===== src/rtl/axioma_dmem_arbiter_pkg.sv =====
// Shared types and constants for the data-memory arbiter: FSM state encoding,
// owner codes and the arbitration/counter helpers.
package axioma_dmem_arbiter_pkg;

  // Arbiter FSM: one transaction at a time, IDLE -> ACCESS -> RESP -> IDLE.
  typedef enum logic [1:0] {
    ARB_IDLE   = 2'd0,
    ARB_ACCESS = 2'd1,
    ARB_RESP   = 2'd2
  } arb_state_e;

  // Owner codes as seen on the owner output.
  localparam logic OWN_CPU = 1'b0;
  localparam logic OWN_AUX = 1'b1;

  // Starvation and watchdog counters are both 8 bits wide.
  localparam int unsigned CNT_W = 8;

  // AUX wins when it is pending and either has been starved long enough or the CPU is idle.
  function automatic logic aux_takes_port(input logic             cpu_pend,
                                          input logic             aux_pend,
                                          input logic [CNT_W-1:0] starve_cnt,
                                          input logic [CNT_W-1:0] starve_limit);
    return aux_pend && ((starve_cnt >= starve_limit) || !cpu_pend);
  endfunction

  // Increment that sticks at the top of the counter range.
  function automatic logic [CNT_W-1:0] sat_inc(input logic [CNT_W-1:0] v);
    return (v == {CNT_W{1'b1}}) ? v : v + 1'b1;
  endfunction

endpackage


===== src/rtl/axioma_dmem_arbiter_if.sv =====
// Bus bundle around the arbiter: CPU requester, AUX requester, SRAM side and status.
// The arbiter takes the slave view (it serves both requesters and drives the SRAM);
// the surrounding system takes the master view.
interface axioma_dmem_arbiter_if #(
  parameter int unsigned ADDR_W = 16,
  parameter int unsigned DATA_W = 8
) ();

  // CPU load/store port
  logic [ADDR_W-1:0] cpu_addr;
  logic [DATA_W-1:0] cpu_wdata;
  logic              cpu_read;
  logic              cpu_write;
  logic [DATA_W-1:0] cpu_rdata;
  logic              cpu_ready;

  // Auxiliary requester (DMA / debug)
  logic [ADDR_W-1:0] aux_addr;
  logic [DATA_W-1:0] aux_wdata;
  logic              aux_read;
  logic              aux_write;
  logic [DATA_W-1:0] aux_rdata;
  logic              aux_ready;

  // SRAM controller port
  logic [ADDR_W-1:0] mem_addr;
  logic [DATA_W-1:0] mem_wdata;
  logic              mem_read;
  logic              mem_write;
  logic [DATA_W-1:0] mem_rdata;
  logic              mem_ready;

  // Status
  logic              owner;
  logic              err;

  modport slave (
    input  cpu_addr, cpu_wdata, cpu_read, cpu_write,
    output cpu_rdata, cpu_ready,
    input  aux_addr, aux_wdata, aux_read, aux_write,
    output aux_rdata, aux_ready,
    output mem_addr, mem_wdata, mem_read, mem_write,
    input  mem_rdata, mem_ready,
    output owner, err
  );

  modport master (
    output cpu_addr, cpu_wdata, cpu_read, cpu_write,
    input  cpu_rdata, cpu_ready,
    output aux_addr, aux_wdata, aux_read, aux_write,
    input  aux_rdata, aux_ready,
    input  mem_addr, mem_wdata, mem_read, mem_write,
    output mem_rdata, mem_ready,
    input  owner, err
  );

endinterface


===== src/rtl/axioma_dmem_arbiter.sv =====
// Data SRAM port arbiter. CPU has fixed priority; a starvation counter forces an AUX
// grant after STARVE_LIMIT consecutive lost arbitrations. A watchdog bounds each
// access (TIMEOUT = 0 disables it). Every output comes straight from a flop.
module axioma_dmem_arbiter
  import axioma_dmem_arbiter_pkg::*;
#(
  parameter int unsigned ADDR_W       = 16,
  parameter int unsigned DATA_W       = 8,
  parameter int unsigned STARVE_LIMIT = 4,   // 1..255
  parameter int unsigned TIMEOUT      = 255  // 0 disables the watchdog, max 255
) (
  input logic                  clk,
  input logic                  reset_n,
  axioma_dmem_arbiter_if.slave bus
);

  localparam logic [CNT_W-1:0] STARVE_LIM = CNT_W'(STARVE_LIMIT);
  localparam logic [CNT_W:0]   WD_LIMIT   = (CNT_W + 1)'(TIMEOUT);
  localparam logic             WD_EN      = (TIMEOUT != 0);

  arb_state_e        state_q, state_d;
  logic [CNT_W-1:0]  starve_q, starve_d;
  logic [CNT_W-1:0]  wd_q, wd_d;
  logic              owner_q, owner_d;
  logic              err_q, err_d;
  logic [ADDR_W-1:0] mem_addr_q, mem_addr_d;
  logic [DATA_W-1:0] mem_wdata_q, mem_wdata_d;
  logic              mem_read_q, mem_read_d;
  logic              mem_write_q, mem_write_d;
  logic [DATA_W-1:0] cpu_rdata_q, cpu_rdata_d;
  logic              cpu_ready_q, cpu_ready_d;
  logic [DATA_W-1:0] aux_rdata_q, aux_rdata_d;
  logic              aux_ready_q, aux_ready_d;

  // Arbitration results, only meaningful in ARB_IDLE.
  logic              cpu_pend, aux_pend;
  logic              aux_wins, cpu_wins, grant;
  logic [ADDR_W-1:0] sel_addr;
  logic [DATA_W-1:0] sel_wdata;
  logic              sel_read, sel_write;

  // Access completion, only meaningful in ARB_ACCESS.
  logic              wd_expired;
  logic              access_done;
  logic [DATA_W-1:0] resp_data;

  // Pick the winner and mux its operands.
  always_comb begin
    cpu_pend  = bus.cpu_read | bus.cpu_write;
    aux_pend  = bus.aux_read | bus.aux_write;
    aux_wins  = aux_takes_port(cpu_pend, aux_pend, starve_q, STARVE_LIM);
    cpu_wins  = cpu_pend && !aux_wins;
    grant     = aux_wins || cpu_wins;
    sel_addr  = bus.cpu_addr;
    sel_wdata = bus.cpu_wdata;
    sel_read  = bus.cpu_read;
    sel_write = bus.cpu_write;
    if (aux_wins) begin
      sel_addr  = bus.aux_addr;
      sel_wdata = bus.aux_wdata;
      sel_read  = bus.aux_read;
      sel_write = bus.aux_write;
    end
  end

  // Decide whether the current access ends this cycle and what data it returns.
  always_comb begin
    // The watchdog fires on the TIMEOUT-th ACCESS cycle without mem_ready.
    wd_expired  = WD_EN && (({1'b0, wd_q} + 1'b1) == WD_LIMIT);
    access_done = bus.mem_ready || wd_expired;
    resp_data   = '0;
    if (bus.mem_ready) begin
      // Writes complete with zero read data.
      resp_data = mem_read_q ? bus.mem_rdata : '0;
    end else if (wd_expired) begin
      resp_data = {DATA_W{1'b1}};
    end
  end

  // Next-state and registered-output logic for the arbiter FSM.
  always_comb begin
    state_d     = state_q;
    starve_d    = starve_q;
    wd_d        = wd_q;
    owner_d     = owner_q;
    err_d       = err_q;
    mem_addr_d  = mem_addr_q;
    mem_wdata_d = mem_wdata_q;
    mem_read_d  = mem_read_q;
    mem_write_d = mem_write_q;
    cpu_rdata_d = cpu_rdata_q;
    aux_rdata_d = aux_rdata_q;
    cpu_ready_d = 1'b0;
    aux_ready_d = 1'b0;

    unique case (state_q)
      ARB_IDLE: begin
        if (grant) begin
          owner_d     = aux_wins ? OWN_AUX : OWN_CPU;
          mem_addr_d  = sel_addr;
          mem_wdata_d = sel_wdata;
          // Read and write together is a protocol error; the write wins.
          mem_write_d = sel_write;
          mem_read_d  = sel_read && !sel_write;
          if (sel_read && sel_write) begin
            err_d = 1'b1;
          end
          wd_d    = '0;
          state_d = ARB_ACCESS;
        end
        if (aux_wins) begin
          starve_d = '0;
        end else if (cpu_wins && aux_pend) begin
          starve_d = sat_inc(starve_q);
        end
      end

      ARB_ACCESS: begin
        if (access_done) begin
          mem_read_d  = 1'b0;
          mem_write_d = 1'b0;
          // A mem_ready in the expiry cycle counts as a normal completion.
          if (!bus.mem_ready) begin
            err_d = 1'b1;
          end
          if (owner_q == OWN_AUX) begin
            aux_ready_d = 1'b1;
            aux_rdata_d = resp_data;
          end else begin
            cpu_ready_d = 1'b1;
            cpu_rdata_d = resp_data;
          end
          state_d = ARB_RESP;
        end else begin
          wd_d = sat_inc(wd_q);
        end
      end

      ARB_RESP: begin
        state_d = ARB_IDLE;
      end

      default: begin
        state_d     = ARB_IDLE;
        mem_read_d  = 1'b0;
        mem_write_d = 1'b0;
      end
    endcase
  end

  // State register; reset aborts any access in flight.
  always_ff @(posedge clk or negedge reset_n) begin
    if (!reset_n) begin
      state_q     <= ARB_IDLE;
      starve_q    <= '0;
      wd_q        <= '0;
      owner_q     <= OWN_CPU;
      err_q       <= 1'b0;
      mem_addr_q  <= '0;
      mem_wdata_q <= '0;
      mem_read_q  <= 1'b0;
      mem_write_q <= 1'b0;
      cpu_rdata_q <= '0;
      cpu_ready_q <= 1'b0;
      aux_rdata_q <= '0;
      aux_ready_q <= 1'b0;
    end else begin
      state_q     <= state_d;
      starve_q    <= starve_d;
      wd_q        <= wd_d;
      owner_q     <= owner_d;
      err_q       <= err_d;
      mem_addr_q  <= mem_addr_d;
      mem_wdata_q <= mem_wdata_d;
      mem_read_q  <= mem_read_d;
      mem_write_q <= mem_write_d;
      cpu_rdata_q <= cpu_rdata_d;
      cpu_ready_q <= cpu_ready_d;
      aux_rdata_q <= aux_rdata_d;
      aux_ready_q <= aux_ready_d;
    end
  end

  assign bus.mem_addr  = mem_addr_q;
  assign bus.mem_wdata = mem_wdata_q;
  assign bus.mem_read  = mem_read_q;
  assign bus.mem_write = mem_write_q;
  assign bus.cpu_rdata = cpu_rdata_q;
  assign bus.cpu_ready = cpu_ready_q;
  assign bus.aux_rdata = aux_rdata_q;
  assign bus.aux_ready = aux_ready_q;
  assign bus.owner     = owner_q;
  assign bus.err       = err_q;

endmodule


===== src/flat_wrapper.sv =====
// flat-port wrapper written by rule: the top's interface ports become plain ports
module axioma_dmem_arbiter_flat import axioma_dmem_arbiter_pkg::*;
#(
  parameter int unsigned ADDR_W       = 16,
  parameter int unsigned DATA_W       = 8,
  parameter int unsigned STARVE_LIMIT = 4,            
  parameter int unsigned TIMEOUT      = 255                                     
)
  (clk, reset_n, bus_cpu_addr, bus_cpu_wdata, bus_cpu_read, bus_cpu_write, bus_cpu_rdata, bus_cpu_ready, bus_aux_addr, bus_aux_wdata, bus_aux_read, bus_aux_write, bus_aux_rdata, bus_aux_ready, bus_mem_addr, bus_mem_wdata, bus_mem_read, bus_mem_write, bus_mem_rdata, bus_mem_ready, bus_owner, bus_err);
  axioma_dmem_arbiter_if #(.ADDR_W(ADDR_W), .DATA_W(DATA_W)) bus_i ();
  input logic clk;
  input logic reset_n;
  input wire logic [$bits(bus_i.cpu_addr)-1:0] bus_cpu_addr;
  input wire logic [$bits(bus_i.cpu_wdata)-1:0] bus_cpu_wdata;
  input wire logic [$bits(bus_i.cpu_read)-1:0] bus_cpu_read;
  input wire logic [$bits(bus_i.cpu_write)-1:0] bus_cpu_write;
  output wire logic [$bits(bus_i.cpu_rdata)-1:0] bus_cpu_rdata;
  output wire logic [$bits(bus_i.cpu_ready)-1:0] bus_cpu_ready;
  input wire logic [$bits(bus_i.aux_addr)-1:0] bus_aux_addr;
  input wire logic [$bits(bus_i.aux_wdata)-1:0] bus_aux_wdata;
  input wire logic [$bits(bus_i.aux_read)-1:0] bus_aux_read;
  input wire logic [$bits(bus_i.aux_write)-1:0] bus_aux_write;
  output wire logic [$bits(bus_i.aux_rdata)-1:0] bus_aux_rdata;
  output wire logic [$bits(bus_i.aux_ready)-1:0] bus_aux_ready;
  output wire logic [$bits(bus_i.mem_addr)-1:0] bus_mem_addr;
  output wire logic [$bits(bus_i.mem_wdata)-1:0] bus_mem_wdata;
  output wire logic [$bits(bus_i.mem_read)-1:0] bus_mem_read;
  output wire logic [$bits(bus_i.mem_write)-1:0] bus_mem_write;
  input wire logic [$bits(bus_i.mem_rdata)-1:0] bus_mem_rdata;
  input wire logic [$bits(bus_i.mem_ready)-1:0] bus_mem_ready;
  output wire logic [$bits(bus_i.owner)-1:0] bus_owner;
  output wire logic [$bits(bus_i.err)-1:0] bus_err;
  assign bus_i.cpu_addr = bus_cpu_addr;
  assign bus_i.cpu_wdata = bus_cpu_wdata;
  assign bus_i.cpu_read = bus_cpu_read;
  assign bus_i.cpu_write = bus_cpu_write;
  assign bus_cpu_rdata = bus_i.cpu_rdata;
  assign bus_cpu_ready = bus_i.cpu_ready;
  assign bus_i.aux_addr = bus_aux_addr;
  assign bus_i.aux_wdata = bus_aux_wdata;
  assign bus_i.aux_read = bus_aux_read;
  assign bus_i.aux_write = bus_aux_write;
  assign bus_aux_rdata = bus_i.aux_rdata;
  assign bus_aux_ready = bus_i.aux_ready;
  assign bus_mem_addr = bus_i.mem_addr;
  assign bus_mem_wdata = bus_i.mem_wdata;
  assign bus_mem_read = bus_i.mem_read;
  assign bus_mem_write = bus_i.mem_write;
  assign bus_i.mem_rdata = bus_mem_rdata;
  assign bus_i.mem_ready = bus_mem_ready;
  assign bus_owner = bus_i.owner;
  assign bus_err = bus_i.err;
  axioma_dmem_arbiter #(.ADDR_W(ADDR_W), .DATA_W(DATA_W), .STARVE_LIMIT(STARVE_LIMIT), .TIMEOUT(TIMEOUT)) u_core (.clk(clk), .reset_n(reset_n), .bus(bus_i));
endmodule

===== config.mk =====
export PLATFORM = sky130hd
export DESIGN_NAME = axioma_dmem_arbiter_flat
export DESIGN_NICKNAME = d
export VERILOG_FILES = /design/src/rtl/axioma_dmem_arbiter_pkg.sv /design/src/rtl/axioma_dmem_arbiter_if.sv /design/src/rtl/axioma_dmem_arbiter.sv /design/src/flat_wrapper.sv
export SDC_FILE = /design/constraint.sdc
export NUM_CORES = 1
export LEC_CHECK = 0
export ABC_AREA = 1
export CAP_MARGIN = 15
export CORE_AREA = 3 3 77 94
export CTS_CLUSTER_DIAMETER = 40
export DETAILED_ROUTE_END_ITERATION = 10
export DIE_AREA = 0 0 80 97
export PLACE_DENSITY_LB_ADDON = 0.08
export SLEW_MARGIN = 20
export SYNTH_ARGS = -nofsm -noshare
export SYNTH_HDL_FRONTEND = slang
export SYNTH_SLANG_ARGS = --single-unit

===== constraint.sdc =====
create_clock -name clk -period 4.9 [get_ports clk]
set_input_delay 0.735 -clock clk [delete_from_list [all_inputs] [get_ports clk]]
set_output_delay 0.735 -clock clk [all_outputs]
set_load 0.01 [all_outputs]

==> results by group <==
Setup path
  – R2r startpoint: u_core.state_q[1]$_DFFE_PN0P_
  – Cell chain of the critical path: clkdlybuf4s50_1 > nor2_1 > nand2_1 > nand2_1 > inv_1 > o21ai_0 > o21ai_0
  – Crit path DAT: ~3.2 ns
  – Slowest cell delay on critical path: slightly below 0.8 ns
  – Reg2reg setup slack: around 2.4 ns
  – CP max stage cell: inv_1
  – Setup Crit Path Kind: input pin to flop
  – Worst setup EP type: flop
  – Worst r2r path cells: 5
  – Critical path startpoint category: input pin
  – FF-to-FF End: u_core.bus.mem_addr[13]$_DFFE_PN0P_
  – WP data required: 5.14 ns
  – Max FO, Critical Path: 30

Floorplanning
  – Starting density of the core: a little under half
  – Die W: 80 um
  – Die Ht: 97 um
  – Die outline area: 0.00776 mm^2
  – Area of the core: around 0.0064 mm^2
  – # IOs: 109
  – Rows: 32

Clocking
  – Post_cts resized: 0
  – Num CTS Buffers: 9
  – Clk root buf: clkbuf_8
  – Clk slew on worst S/H paths: about 0.070 ns
  – Clock Latency Late Sink: between 0.3 and 0.4 ns
  – H-tree depth: 3
  – Cts hold-fix bufs: 0
  – CTS tree: built
  – Clk buf depth: 2
  – Setup repair bufs after CTS: 0
  – TritonCTS Sinks: 64

Synth
  – Mapped Area: approximately 0.0031 mm^2
  – Post-synth top flop: dfrtp_1
  – Count of different cell masters after synthesis: 23
  – FF+latch count, synth: between 60 and 70
  – EDFF count, synth: 0
  – Cells after synthesis: 389
  – Count leader, synth: nand2_1
  – Synth warnings: 0
  – Syn Nets: ~460
  – Top cell type's share of synthesized area: 52.4%
  – Post-synth ARST share: 100%
  – Top post-synthesis cells by area: dfrtp_1, nand2_1, o21ai_0, nor2_1, nand3_1
  – Syn_area_per_cell: between 7 and 8 um^2
  – Synth cell count leaders: nand2_1, dfrtp_1, o21ai_0
  – Area leader, netlist: dfrtp_1
  – Seq/Total Area, Yosys: between 50% and 60%

STA
  – Slew Viols, Final: 0
  – Hold Vio Cnt, Final: 0
  – Final setup TNS: 0 ns
  – Setup-failing EPs final: 0
  – RSZ-0062 raised after global routing: false
  – Period utilisation layout: around three fifths
  – Actual slew at the worst max-slew pin: between 1 and 1.5 ns
  – Slew margin rel.: 33.2%
  – Post-Route Skew: 0.00618 ns
  – Min Tclk post-route: 2.92 ns
  – Fin worst setup slack: approximately 2.0 ns
  – Max Freq: 342 MHz

Drt
  – Number of remaining DRC errors: 0
  – Drt pass-1 iters: 6
  – Final WL: between 7 and 8 mm
  – Via Count: ~2900
  – DR vias/cell: around 5
  – ANT nets after route: 0
  – WL/cell: 13.1 um
  – Initial DRC Count: 111

Status
  – Run status: complete, no violations

Flow run
  – Maxcap violations: 0

Cells and area
  – ANT cells: 0
  – Layout area overhead: 42.9%
  – Post-layout net count: 565
  – Fill cells: roughly 550
  – Layout cells sized above 1: 5.96%
  – Final instance area: about 0.0044 mm^2
  – Area of the multi-input gates: 0.00129 mm^2
  – Register area: 0.00160 mm^2

Worst hold path
  – Worst Hold Depth: 2
  – Hold EP: u_core.bus.err$_DFFE_PN0P_
  – HP Start: u_core.bus.err$_DFFE_PN0P_
  – Worst hold-check path type: flop to flop

Placed design
  – GPL Wtd Cong: between 0.8 and 0.9
  – Number of port buffers: 108
  – Post-DP Area: around 0.0042 mm^2
  – Detailed Place HPWL: roughly 5.6 mm
  – Dpl ws: 1.61 ns

Power and ir drop
  – Final Power: 2240 uW
  – Leakage: roughly 0.0021 uW
  – Pwr per Cell Area: ~510 mW/mm^2
  – VDD IR max: about 310 uV

Global route
  – All-Layer GR Usage: 20.5%
  – First-pass GRT wire length: 12.6 mm
  – Grt total ovfl: 0
  – Initial antenna violation count: 0
  – Number of global-route vias before repair: approximately 2800
  – Pin count of the biggest net entering global routing: 65
==> placed cells by master (no fill, tap or decap) <==
cell type | Yosys | layout
buf_4 | 0 | 1
buf_2 | 3 | 1
clkinv_1 | 1 | 1
nand4_1 | 3 | 3
nand2_2 | 1 | 1
nand2_1 | 134 | 134
nor2_2 | 2 | 2
nand2_4 | 4 | 4
nor2_4 | 1 | 1
a21oi_1 | 7 | 7
nor2_1 | 44 | 44
clkinv_2 | 0 | 4
o21bai_1 | 1 | 1
clkdlybuf4s50_1 | 0 | 107
o21ai_2 | 1 | 1
inv_1 | 29 | 29
a22oi_1 | 1 | 1
clkbuf_8 | 0 | 10
inv_4 | 1 | 1
inv_2 | 1 | 1
a21oi_4 | 1 | 1
nand3_1 | 28 | 28
clkbuf_1 | 8 | 2
o21ai_0 | 48 | 48
nand3_2 | 2 | 2
ha_1 | 4 | 4
dfrtp_1 | 64 | 64
==> layer usage <==
layer | GRT usage (%) | routed length, um
met5 | 0 | 0
met3 | 8.19 | 693
met4 | 6.50 | 110
met1 | 23.4 | 2990
met2 | 34.8 | 3910
==> sequential cells by signal, summed over array words and instances (netlist names), 2 cells and up <==
| signal | cells |
|---|---|
| u_core.bus.cpu_rdata | 8 |
| u_core.starve_q | 8 |
| u_core.bus.mem_wdata | 8 |
| u_core.bus.aux_rdata | 8 |
| u_core.bus.mem_addr | 16 |
| u_core.wd_q | 8 |
| u_core.state_q | 2 |
==> power breakdown <==
group	switching (uW)	leakage, uW	total [uW]	internal (uW)
clock network	195	0.0000899	389	194
logic	549	0.00120	1020	468
registers	122	0.000826	836	715
total	865	0.00212	2240	1380
==> cell type report <==
class,instances,area share [%]
inverter,32,2.81
clock buffer,12,3.32
clock inverter,4,0.458
timing repair buffer,109,24.8
multi-input combinational,282,29.5
tap,85,2.44
sequential,64,36.7
==> worst max-delay path, delay by kind of cell <==
family	cells	cell delay, ns
compound gates	2	0.42
buf+inv	2	1.29
simple gates	3	0.72
==> logic make-up (layout without fill, tap and decap cells) <==
| kind of cell | Yosys count | after routing | synth area share (%) |
|---|---|---|---|
| flip-flops | 64 | 64 | 52.4 |
| AO/OA/AOI/OAI | 59 | 59 | 10.3 |
| adder cells (fa/ha/maj) | 4 | 4 | 1.64 |
| buffers and inverters | 43 | 157 | 5.48 |
| AND/OR/NAND/NOR | 219 | 219 | 30.2 |
==> worst max path at each step <==
stage	start	endpoint
after CTS	bus_aux_write	u_core.bus.mem_addr[13]$_DFFE_PN0P_
after global routing	bus_aux_read	u_core.bus.mem_addr[7]$_DFFE_PN0P_
final	bus_aux_read	u_core.bus.mem_addr[13]$_DFFE_PN0P_
after floorplan	bus_cpu_write	u_core.bus.mem_addr[10]$_DFFE_PN0P_
after detailed placement	bus_aux_read	u_core.bus.mem_addr[15]$_DFFE_PN0P_
after global placement	bus_aux_read	u_core.bus.mem_addr[7]$_DFFE_PN0P_
==> metrics by stage <==
step	cells	hold WS, ns	utilization [%]
after floorplan	389	0.439	-
after global placement	572	0.448	65.6
after detailed placement	572	0.460	65.6
after CTS	588	0.479	68.2
after global routing	588	0.504	68.2
final	588	0.476	68.2
Power figures use the tool's default switching activity.
